<file path="src/rtl/conv_pkg.sv">
// Shared definitions for the sliding-window address generator.
//   - state_t   : scan FSM states
//   - K_DEF, ADDR_WIDTH_DEF, IDX_W : default window side, address width and
//                 window-index width
//   - port_lsb  : bit offset of read port p inside the flattened address bus
package conv_pkg;

    typedef enum logic [1:0] {
        IDLE,
        RUN,
        DRAIN
    } state_t;

    localparam int K_DEF          = 5;
    localparam int ADDR_WIDTH_DEF = 32;
    localparam int IDX_W          = 16;

    function automatic int port_lsb(input int p, input int aw);
        return p * aw;
    endfunction

endpackage

</file>
<file path="src/rtl/win_addr_calc.sv">
// Combinational K*K window address calculator.
//   base : word address of map pixel (0,0)
//   row  : output-row index of the window
//   col  : output-column index of the window
//   addr : K*K flattened addresses; port p = i*K+j at [port_lsb(p)+:ADDR_WIDTH]
// addr(i,j) = base + (row*STRIDE+i)*IMG_W + col*STRIDE + j  (mod 2^ADDR_WIDTH)
module win_addr_calc
    import conv_pkg::*;
#(
    parameter int IMG_W      = 32,
    parameter int K          = K_DEF,
    parameter int STRIDE     = 1,
    parameter int ADDR_WIDTH = ADDR_WIDTH_DEF
) (
    input  logic [ADDR_WIDTH-1:0]       base,
    input  logic [IDX_W-1:0]            row,
    input  logic [IDX_W-1:0]            col,
    output logic [K*K*ADDR_WIDTH-1:0]   addr
);

    // Top-left pixel of the window; every port is a constant offset from it.
    logic [ADDR_WIDTH-1:0] top_left;

    assign top_left = base
                    + ADDR_WIDTH'(row) * ADDR_WIDTH'(STRIDE * IMG_W)
                    + ADDR_WIDTH'(col) * ADDR_WIDTH'(STRIDE);

    for (genvar i = 0; i < K; i++) begin : g_row
        for (genvar j = 0; j < K; j++) begin : g_col
            localparam int LSB = port_lsb(i * K + j, ADDR_WIDTH);
            assign addr[LSB +: ADDR_WIDTH] = top_left + ADDR_WIDTH'(i * IMG_W + j);
        end
    end

endmodule

</file>
<file path="src/rtl/conv_win_addr_gen.sv">
// Sliding-window read-address generator for the K*K-port feature-map buffer.
// Scans a KxK window row-major over an IMG_W x IMG_H map, one window per
// accepted beat, and tracks the buffer's one-cycle read latency so that
// data_valid lines up with the buffer's read data.
//
// Ports:
//   clk, rst      clock, asynchronous active-high reset
//   start         pulse to begin a full-map scan (ignored unless idle)
//   base_addr     word address of pixel (0,0), latched on accepted start
//   rd_addr_NP    K*K read addresses, port p=i*K+j at [(p+1)*AW-1 : p*AW]
//   data_valid    buffer data this cycle belongs to (win_row, win_col)
//   out_ready     consumer accepts the current window
//   win_row/col   window index in the data stage
//   last          high with data_valid on the final window
//   busy          scan in progress
//   done          one-cycle pulse after the final window is accepted
//   err_oob       (only with CONV_ADDR_BOUND_CHK_EN) sticky flag, set when an
//                 issued address is >= DEPTH; cleared by reset/accepted start
module conv_win_addr_gen
    import conv_pkg::*;
#(
    parameter int IMG_W      = 32,
    parameter int IMG_H      = 32,
    parameter int K          = K_DEF,
    parameter int STRIDE     = 1,
    parameter int ADDR_WIDTH = ADDR_WIDTH_DEF,
    parameter int DEPTH      = 1024
) (
    input  logic                      clk,
    input  logic                      rst,
    input  logic                      start,
    input  logic [ADDR_WIDTH-1:0]     base_addr,
    output logic [K*K*ADDR_WIDTH-1:0] rd_addr_NP,
    output logic                      data_valid,
    input  logic                      out_ready,
    output logic [IDX_W-1:0]          win_row,
    output logic [IDX_W-1:0]          win_col,
    output logic                      last,
    output logic                      busy,
    output logic                      done
`ifdef CONV_ADDR_BOUND_CHK_EN
    ,
    output logic                      err_oob
`endif
);

    localparam int OUT_W = (IMG_W - K) / STRIDE + 1;
    localparam int OUT_H = (IMG_H - K) / STRIDE + 1;
    localparam logic [IDX_W-1:0] LAST_C = IDX_W'(OUT_W - 1);
    localparam logic [IDX_W-1:0] LAST_R = IDX_W'(OUT_H - 1);

    state_t                state;
    logic [IDX_W-1:0]      cur_r, cur_c;
    logic [IDX_W-1:0]      nxt_r, nxt_c;
    logic [IDX_W-1:0]      sel_r, sel_c;
    logic [ADDR_WIDTH-1:0] base;
    logic                  adv;
    logic                  nxt_is_last;

    // A window moves into the data stage whenever the stage is empty or its
    // current occupant is being accepted.
    assign adv         = (state == RUN) && (!data_valid || out_ready);
    assign nxt_is_last = (nxt_r == LAST_R) && (nxt_c == LAST_C);

    // Present the next window while advancing, otherwise re-read the current
    // one so the buffer output stays stable under backpressure.
    assign sel_r = adv ? nxt_r : cur_r;
    assign sel_c = adv ? nxt_c : cur_c;

    assign win_row = cur_r;
    assign win_col = cur_c;

    win_addr_calc #(
        .IMG_W      (IMG_W),
        .K          (K),
        .STRIDE     (STRIDE),
        .ADDR_WIDTH (ADDR_WIDTH)
    ) u_calc (
        .base (base),
        .row  (sel_r),
        .col  (sel_c),
        .addr (rd_addr_NP)
    );

    always_ff @(posedge clk or posedge rst) begin
        if (rst) begin
            state      <= IDLE;
            cur_r      <= '0;
            cur_c      <= '0;
            nxt_r      <= '0;
            nxt_c      <= '0;
            base       <= '0;
            data_valid <= 1'b0;
            last       <= 1'b0;
            busy       <= 1'b0;
            done       <= 1'b0;
        end else begin
            done <= 1'b0;
            unique case (state)
                IDLE: begin
                    if (start) begin
                        base       <= base_addr;
                        nxt_r      <= '0;
                        nxt_c      <= '0;
                        data_valid <= 1'b0;
                        busy       <= 1'b1;
                        state      <= RUN;
                    end
                end
                RUN: begin
                    if (adv) begin
                        cur_r      <= nxt_r;
                        cur_c      <= nxt_c;
                        data_valid <= 1'b1;
                        last       <= nxt_is_last;
                        if (nxt_is_last) begin
                            state <= DRAIN;
                        end else if (nxt_c == LAST_C) begin
                            nxt_c <= '0;
                            nxt_r <= nxt_r + 1'b1;
                        end else begin
                            nxt_c <= nxt_c + 1'b1;
                        end
                    end
                end
                DRAIN: begin
                    if (out_ready) begin
                        data_valid <= 1'b0;
                        last       <= 1'b0;
                        busy       <= 1'b0;
                        done       <= 1'b1;
                        state      <= IDLE;
                    end
                end
                default: state <= IDLE;
            endcase
        end
    end

`ifdef CONV_ADDR_BOUND_CHK_EN
    logic any_oob;

    always_comb begin
        any_oob = 1'b0;
        for (int p = 0; p < K * K; p++) begin
            if (rd_addr_NP[port_lsb(p, ADDR_WIDTH) +: ADDR_WIDTH] >= ADDR_WIDTH'(DEPTH))
                any_oob = 1'b1;
        end
    end

    // Only addresses actually issued (adv high) count; stalled re-reads of an
    // already-issued window would flag the same thing again.
    always_ff @(posedge clk or posedge rst) begin
        if (rst)
            err_oob <= 1'b0;
        else if (state == IDLE && start)
            err_oob <= 1'b0;
        else if (adv && any_oob)
            err_oob <= 1'b1;
    end
`endif

endmodule

</file>
<file path="config.mk">
export PLATFORM = sky130hd
export DESIGN_NAME = conv_win_addr_gen
export DESIGN_NICKNAME = d
export VERILOG_FILES = /design/src/rtl/conv_pkg.sv /design/src/rtl/win_addr_calc.sv /design/src/rtl/conv_win_addr_gen.sv
export SDC_FILE = /design/constraint.sdc
export NUM_CORES = 1
export LEC_CHECK = 0
export CELL_PAD_IN_SITES_DETAIL_PLACEMENT = 0
export CELL_PAD_IN_SITES_GLOBAL_PLACEMENT = 1
export CORE_AREA = 2 2 340 342
export DETAILED_ROUTE_END_ITERATION = 10
export DIE_AREA = 0 0 342 344
export HOLD_SLACK_MARGIN = 0.06
export PLACE_DENSITY_LB_ADDON = 0.1
export SETUP_SLACK_MARGIN = 0.5
export SLEW_MARGIN = 20
export SYNTH_ARGS = -nofsm -noshare
export SYNTH_HDL_FRONTEND = slang
export SYNTH_SLANG_ARGS = --single-unit
</file>
<file path="constraint.sdc">
create_clock -name clk -period 19 [get_ports clk]
set_clock_uncertainty 0.1 [all_clocks]
set_input_delay 2.85 -clock clk [delete_from_list [all_inputs] [get_ports clk]]
set_output_delay 2.85 -clock clk [all_outputs]
set_load 0.1 [all_outputs]
</file>
### After elaboration in Yosys (flattened, before gate mapping)

Index checks and enable logic that the tools add are counted.
Widths: inputs -> output; s select.

* bits in registers: 102
* bits of input ports: 36
* output and inout bits: 836
* logic and storage cells: 90

* $add $sub $neg: 28
* eq/ne operators: 10
* mux-type cells: 26
* reductions and logical operators: 16

Operator list (count)
* $add 32x7->32 const B: 10
* $add 32x6->32 const B: 5
* $add 32x8->32 const B: 5
* $mux 16: 9
* $add 32x2->32 const B: 2
* $pmux 16 s2: 2
* $add 16x1->16 const B: 2
* $add 32x1->32 const B: 1
* $add 32x16->32: 1
* $add 32x21->32: 1
* $add 32x3->32 const B: 1
* $eq 16x5->1 const B: 2
* $reduce_and 4->1: 3
* $ne 2x2->1 const B: 5
* $mux 2: 4
* $mux 1: 7
* $pmux 2 s3: 1
* $reduce_and 3->1: 2
* $reduce_bool 2->1: 3
* $reduce_and 5->1: 1
* $pmux 1 s2: 2
* $pmux 1 s3: 1
* $reduce_bool 3->1: 1
* $eq 2x1->1 const B: 1
* other kinds (7): 8

### Longest topological paths before layout

Gate-level depths: netlist of the first run.

* word-level depth: 7
* depth in mapped cells: 23
* mapped depth without buffers: 19

### Modules after synthesis

Synthesis of the first run repeated with hierarchy kept, for this count alone.

* cells, all modules: 2520
* area, all modules: 17777.0 µm²

Modules (own cells, without submodules)
* win_addr_calc: times used 1, cells an instance 1983, area an instance 13181.4 µm², seq. area each 0.0 µm²
* conv_win_addr_gen: times used 1, cells an instance 537, area an instance 4595.7 µm², seq. area each 2552.4 µm²

### Least setup slack after synthesis of the first run

No wires, ideal clock.

* kind: input to output
* start point: input out_ready
* end point: output rd_addr_NP[710]
* data arrival time: 11.670 ns
* data required time: 16.050 ns
* setup slack: 4.380 ns
* cell stages on the path: 15
* buffers on the path: 4
* path through: nor2b_1 -> nor2_1 -> clkbuf_1 -> clkbuf_1 -> mux2_2 -> fa_1 -> ha_1 -> and4_1 -> nor2_1 -> xnor2_1 -> inv_1 -> clkbuf_1 -> xnor2_1 -> inv_1 -> buf_4

* word-level cells in the longest chain between the ends: 6
* elaborated cells between the ends (all ways): 7
* classes of those cells: 3 x add/sub; 2 x mux; 2 x reduce/logical

Ends and longest elaborated chain
* from (decl): line conv_win_addr_gen.sv:35 `input logic out_ready,`
* $logic_or 1x1->1: line conv_win_addr_gen.sv:62 `assign adv = (state == RUN) && (!data_valid || out_ready);`
* $logic_and 1x1->1: line conv_win_addr_gen.sv:62
* $mux 16
* net sel_r[0]: line conv_win_addr_gen.sv:55 `logic [IDX_W-1:0] sel_r, sel_c;`
* $add 32x21->32: line win_addr_calc.sv:25 `+ ADDR_WIDTH'(row) * ADDR_WIDTH'(STRIDE * IMG_W)`
* $add 32x16->32: line win_addr_calc.sv:26 `+ ADDR_WIDTH'(col) * ADDR_WIDTH'(STRIDE);`
* net rd_addr_NP[6]: line conv_win_addr_gen.sv:33 `output logic [K*K*ADDR_WIDTH-1:0] rd_addr_NP,`
* $add 32x8->32: line win_addr_calc.sv:31 `assign addr[LSB +: ADDR_WIDTH] = top_left + ADDR_WIDTH'(i * IMG_W + j);`
* to (decl): line conv_win_addr_gen.sv:33

The timed path passes the listed nets, and every way through them passes these cells.

### Worst setup path in the final report of the first run

* start point: input out_ready
* end point: output rd_addr_NP[243]

* word-level cells in the longest chain between the ends: 6
* elaborated cells between the ends (all ways): 7
* classes of those cells: 3 x add/sub; 2 x mux; 2 x reduce/logical

Ends and longest elaborated chain (line)
* $logic_or 1x1->1: conv_win_addr_gen.sv:62
* $logic_and 1x1->1: conv_win_addr_gen.sv:62
* $mux 16
* net sel_r[0]: conv_win_addr_gen.sv:55
* $add 32x21->32: win_addr_calc.sv:25
* $add 32x16->32: win_addr_calc.sv:26
* $add 32x6->32: win_addr_calc.sv:31

The timed path passes the listed nets, and every way through them passes these cells.

==> results of run 1 <==
## registers in the layout (all words and copies together) (netlist names)
signal,count
base,32
busy,1
data_valid,1
done,1
last,1
nxt_c,16
nxt_r,16
state,2
win_col,16
win_row,16
## layout by cell type (no fill, tap or decap), types with 17 or more instances in the layout
cell / instances
or3_1: 17
nand2_1: 233
nor2_1: 245
dfrtp_1: 102
inv_1: 75
mux2_2: 76
nor3_1: 56
nand3_1: 128
xnor2_1: 476
a21oi_1: 51
and3_1: 19
ha_1: 49
clkdlybuf4s50_1: 849
nand4_1: 56
xor2_1: 157
buf_4: 91
o21ai_0: 47
## area by class of cell
class | instances | area share, %
Tap cell | 1512 | 6.917
Inverter | 86 | 1.189
Sequential cell | 102 | 9.333
Clock buffer | 9 | 0.8235
Multi-Input combinational cell | 1850 | 47.70
Antenna cell | 3 | 0.02745
Timing Repair Buffer | 945 | 33.68
Clock inverter | 7 | 0.3294
## logic make-up after synthesis
family	synth area share, %
flip-flops	14.75
AND/OR/NAND/NOR	24.18
XOR/XNOR	32.53
multiplexers	5.349
AO/OA/AOI/OAI	7.048
buffers and inverters	11.22
adder cells (fa/ha/maj)	4.930
## critical path: stages
cell	delay (ns)
clkdlybuf4s50_1	0.50
nor2b_1	0.11
nor2_4	0.53
buf_4	0.54
mux2_2	0.41
fa_1	0.50
ha_1	0.48
a21oi_1	0.13
and2_1	0.20
a21oi_1	0.28
or3_1	0.19
and2_2	0.15
buf_4	0.49
ha_1	0.85
inv_1	0.16
nor4_1	0.67
nand4_1	0.46
buf_6	0.33
nor2_1	0.68
a31oi_1	0.23
xnor2_1	0.22
clkdlybuf4s50_1	1.17
## worst max path at each step
stage / depth (start not counted) / startpoint / slack [ns] / end
final: 22 / out_ready / 3.86 / rd_addr_NP[243]
after global routing: 22 / out_ready / 3.28 / rd_addr_NP[243]
after floorplan: 15 / out_ready / 4.38 / rd_addr_NP[710]
after detailed placement: 22 / out_ready / 3.80 / rd_addr_NP[243]
after CTS: 22 / out_ready / 3.80 / rd_addr_NP[243]
after global placement: 21 / out_ready / 3.13 / rd_addr_NP[211]
## synth_stat cells, drive strengths merged, types with 12 or more instances
| library cell | instances |
|---|---|
| xnor2 | 483 |
| nor2 | 250 |
| nand2 | 233 |
| buf | 182 |
| xor2 | 159 |
| nand3 | 129 |
| clkbuf | 112 |
| dfrtp | 102 |
| inv | 86 |
| mux2 | 76 |
| nor3 | 69 |
| nand4 | 56 |
| o21ai | 54 |
| a21oi | 53 |
| ha | 49 |
| and3 | 19 |
| nor4 | 19 |
| a31oi | 17 |
| and2 | 17 |
| or3 | 17 |
| a21o | 15 |
| nand2b | 14 |
| fa | 12 |
## per-layer routing
layer	part of all wire, %	GRT usage, %	vias up
met2	51	37.61	616
met4	2.3	4.413	0
li1	-	-	8868
met3	3.9	2.409	84
met1	43	25.88	9734
met5	0	0	-
## metrics by stage
| step | area [um^2] | setup slack (ns) | utilization (%) |
|---|---|---|---|
| after CTS | 27350 | 3.801 | 24.01 |
| final | 27350 | 3.860 | 24.02 |
| after global placement | 27020 | 3.134 | 23.73 |
| after global routing | 27340 | 3.281 | 24.01 |
| after floorplan | 17310 | 4.380 | - |
| after detailed placement | 27030 | 3.797 | 23.74 |
==> out/summary.txt, run 1 <==
DRC Markers -> 0
Die height -> 344 um
Largest net degree at the start of global routing -> 56
First-pass GRT wire length -> 172100 um
Core Area -> 113900 um^2
Worst path required time -> 16.05 ns
CTS hold repair buffers -> 0
Synthesized flop and latch total -> 102
RR Endpoint -> nxt_r[13]$_DFFE_PP0P_
Top cell type's share of synthesized area -> 24.39%
Clock root cell -> clkbuf_16
Hold slack -> 0.3884 ns
Share of synthesized flip-flops with an asynchronous set or reset -> 100.0%
Vias per std cell -> 4.276
Vias in the first global route -> 19.62k
Final period utilization -> 79.69%
Syn_area_per_cell -> 7.422 um^2
RSZ-0062 raised after global routing -> no
Clock transition at the registers of the reported paths -> 0.07 ns
Final #Nets -> 3091
Kind of critical path -> in2out
CTS max path bufs -> 2
Max Freq -> 66.05 MHz
RD Place Congestion -> 0.8404
Hold path cells -> 1
Biggest area consumer among synthesized cells -> xnor2_1
H-tree Lvls -> 3
Boundary Pins -> 872
Reg area -> 2552 um^2
First-pass DRT Iterations -> 5
Status -> complete, no violations
Multi-input logic area -> 13050 um^2
Relative slew slack -> 17.86%
Min Tclk post-route -> 15.14 ns
Detailed Route WL -> 128200 um
EDFF count, synth -> 0
Vias -> 19.30k
Post-CTS setup buffer count -> 0
R2R Setup Slk -> 15.20 ns
Critical path endpoint category -> output pin
Dpl hpwl -> 103700 um
Syn nets -> 2429
End point of the worst hold path -> busy$_DFFE_PP0P_
Number of distinct library cells after synthesis -> 77
Drt wl/cell -> 28.41 um
Sequential-to-total area share from yosys stat -> 14.75%
Syn Inst Count -> 2332
Area contributors post-synth -> xnor2_1 24%, dfrtp_1 15%, xor2_1 8.0%
Crit path DAT -> 12.19 ns
Initial Util -> 15.20%
DRT antenna net count -> 0
Reg2reg start -> state[1]$_DFFE_PP0P_
Layout area overhead -> 58.01%
GRT Resource Usage Total -> 20.62%
Hold_sp -> busy$_DFFE_PP0P_
Synth warnings -> 0
Worst-margin pin slew -> 1.223 ns
Final Hold Vio Count -> 0
Layout fillers -> 12.66k
Die width -> 342 um
1st-iter DRT viols -> 1094
Final setup violation count -> 0
# port buffers -> 871
Die area -> 117600 um^2
CTS tree -> done
Max-slew violations -> 0
Final cell count without fillers -> 4514
Reg2Reg Depth -> 10
Cells resized by post-CTS repair -> 0
Worst-Skew Late Latency -> 0.36 ns
FP Rows -> 124
GRT overflow -> 0
Initial antenna violation count -> 0
Proportion of layout cells with a drive suffix above 1 -> 8.736%
Max cap viols -> 0
Ys flop type -> dfrtp_1
Synthesized cell area -> 17310 um^2
Critical Path Fanout Max -> 35
Setup TNS Final -> 0 ns
Hold WC Path Type -> reg2reg
Cell count after placement -> 4495
Worst setup SP type -> primary input
CTS Buf Count -> 9
Clock Sink Count -> 102
Power of run 1 is left out: the tool's default activity adds up to more than one toggle a clock period on the data nets, which glitch-free logic cannot reach.
==> run 2: changes to the inputs <==
CORE_AREA = 2 2 342 344   (was 2 2 340 342)
DIE_AREA = 0 0 344 346   (was 0 0 342 344)
clock period = 15.7 ns   (was 19 ns; I/O delays follow)
==> run 2 against run 1 <==
  * Sequential share of layout area hardly changed
  * Utilization is 0.34 points lower
  * Routed wire length is 1.7% lower
  * Critical path type unchanged
==> out/summary.txt, run 2 (same netlist as run 1, synthesis figures left out) <==
Status -> complete, no violations (unchanged)
DRC Markers -> 0 (unchanged)
First-pass DRT Iterations -> 5 (unchanged)
Proportion of layout cells with a drive suffix above 1 -> 8.778% (was 8.736%)
Clock Sink Count -> 102 (unchanged)
Hold WC Path Type -> reg2reg (unchanged)
Vias -> 19.15k (was 19.30k)
Clock root cell -> clkbuf_16 (unchanged)
# port buffers -> 871 (unchanged)
DRT antenna net count -> 0 (unchanged)
Core Area -> 115400 um^2 (was 113900 um^2)
GRT Resource Usage Total -> 20.24% (was 20.62%)
Layout fillers -> 12.79k (was 12.66k)
Dpl hpwl -> 102600 um (was 103700 um)
Placement Setup Slack -> 2.104 ns (was 3.797 ns)
Worst path required time -> 13.24 ns (was 16.05 ns)
RD Place Congestion -> 0.8229 (was 0.8404)
Die height -> 346 um (was 344 um)
Final setup violation count -> 0 (unchanged)
Relative slew slack -> 19.64% (was 17.86%)
Final period utilization -> 86.01%
Critical path endpoint category -> output pin (unchanged)
Detailed Route WL -> 126000 um (was 128200 um)
Vias in the first global route -> 19.32k (was 19.62k)
Commonest non-fill, non-tap cell in the layout -> clkdlybuf4s50_1 (unchanged)
H-tree Lvls -> 3 (unchanged)
Max reg flops -> 32 (unchanged)
Worst setup SP type -> primary input (unchanged)
Crit path DAT -> 11.05 ns (was 12.19 ns)
Final #Nets -> 3089 (was 3091)
Max Freq -> 74.05 MHz
Top reg by flops -> base (unchanged)
Largest net degree at the start of global routing -> 59 (was 56)
Most frequent cells in the layout -> 845 x clkdlybuf4s50_1, 477 x xnor2_1, 244 x nor2_1 (was 849 x clkdlybuf4s50_1, 476 x xnor2_1, 245 x nor2_1)
Worst-Skew Late Latency -> 0.36 ns (about the same)
Clock transition at the registers of the reported paths -> 0.07 ns (about the same)
CTS hold repair buffers -> 0 (unchanged)
Die area -> 119000 um^2 (was 117600 um^2)
First-pass GRT wire length -> 170100 um (was 172100 um)
Post-CTS setup buffer count -> 0 (unchanged)
Hold slack -> 0.4064 ns (was 0.3884 ns)
Post-route setup slack -> 2.196 ns (was 3.860 ns)
Max-slew violations -> 0 (unchanged)
Setup TNS Final -> 0 ns (unchanged)
GRT overflow -> 0 (unchanged)
1st-iter DRT viols -> 1149 (was 1094)
Initial antenna violation count -> 5 (was 0)
Worst-margin pin slew -> 1.202 ns (was 1.223 ns)
Layout area overhead -> 57.87% (was 58.01%)
Vias per std cell -> 4.233 (was 4.276)
Initial Util -> 15.00% (was 15.20%)
Max cap viols -> 0 (unchanged)
RSZ-0062 raised after global routing -> no (unchanged)
CTS Buf Count -> 9 (unchanged)
Die width -> 344 um (was 342 um)
Cells resized by post-CTS repair -> 0 (unchanged)
CTS max path bufs -> 2 (unchanged)
Final Hold Vio Count -> 0 (unchanged)
CTS tree -> done (unchanged)
Boundary Pins -> 872 (unchanged)
Min Tclk post-route -> 13.50 ns
FP Rows -> 125 (was 124)
Critical Path Fanout Max -> 44 (was 35)
Kind of critical path -> in2out (unchanged)
Drt wl/cell -> 27.86 um (was 28.41 um)
run 2: cell count changes in the layout (fill, tap and decap cells not counted), sizes merged:
cell / previous run / this run
inv: 89 / 88
buf: 96 / 98
diode: 3 / 4
clkdlybuf4s50: 849 / 845
clkinv: 2 / 1
bufinv: 1 / 2
run 2: final cells by class:
| cell class | count | area, um^2 | area share, % |
|---|---|---|---|
| multi-input combinational | 1850 | 13030 | 47.68 |
| timing repair buffer | 943 | 9184 | 33.61 |
| sequential | 102 | 2552 | 9.341 |
| tap | 1524 | 1907 | 6.978 |
| inverter | 86 | 325.3 | 1.190 |
| clock buffer | 9 | 225.2 | 0.8242 |
| clock inverter | 6 | 92.59 | 0.3388 |
| antenna | 4 | 10.01 | 0.03663 |
run 2: worst max-delay path, cell delays in order:
cell,delay (ns)
clkdlybuf4s50_1,0.50
nor2b_1,0.14
nor2_4,0.34
buf_4,0.57
mux2_2,0.43
fa_1,0.49
ha_1,0.49
nand4_1,0.24
or3_1,0.43
a21oi_2,0.25
nor4_1,0.10
a211o_1,0.53
inv_2,0.63
nand4_1,0.63
or4_1,1.15
nor3_1,0.39
xnor2_1,0.15
clkdlybuf4s50_1,1.16
run 2: metrics by stage:
step	area [um^2]	util, %	std cells
after floorplan	17310	-	2332
after global placement	27010	23.40	4505
after detailed placement	27000	23.39	4505
after CTS	27310	23.67	4520
after global routing	27320	23.67	4520
final	27330	23.67	4524
run 2: path summary, 6_finish.rpt:
| check | startpoint | to | slack (ns) | cells past startpoint |
|---|---|---|---|---|
| min in group asynchronous | rst | done$_DFF_PP0_ | 2.31 | 2 |
| max in group asynchronous | rst | win_col[13]$_DFFE_PP0P_ | 11.95 | 3 |
| worst max-delay path | out_ready | rd_addr_NP[408] | 2.20 | 18 |
| worst min-delay path | busy$_DFFE_PP0P_ | busy$_DFFE_PP0P_ | 0.41 | 1 |
| worst max register to register | state[1]$_DFFE_PP0P_ | nxt_r[15]$_DFFE_PP0P_ | 11.61 | 10 |
| worst min register to register | busy$_DFFE_PP0P_ | busy$_DFFE_PP0P_ | 0.41 | 1 |
run 2: per-layer routing:
metal / track usage, % / routed length (um) / share of wire, % / vias up
met5: 0 / 25 / 0.020 / -
met4: 4.055 / 2723 / 2.2 / 4
met3: 2.816 / 6016 / 4.8 / 82
met2: 37.10 / 64430 / 51 / 603
met1: 24.86 / 52820 / 42 / 9608
li1: - / - / - / 8853
Power of run 2 is left out for the same reason.
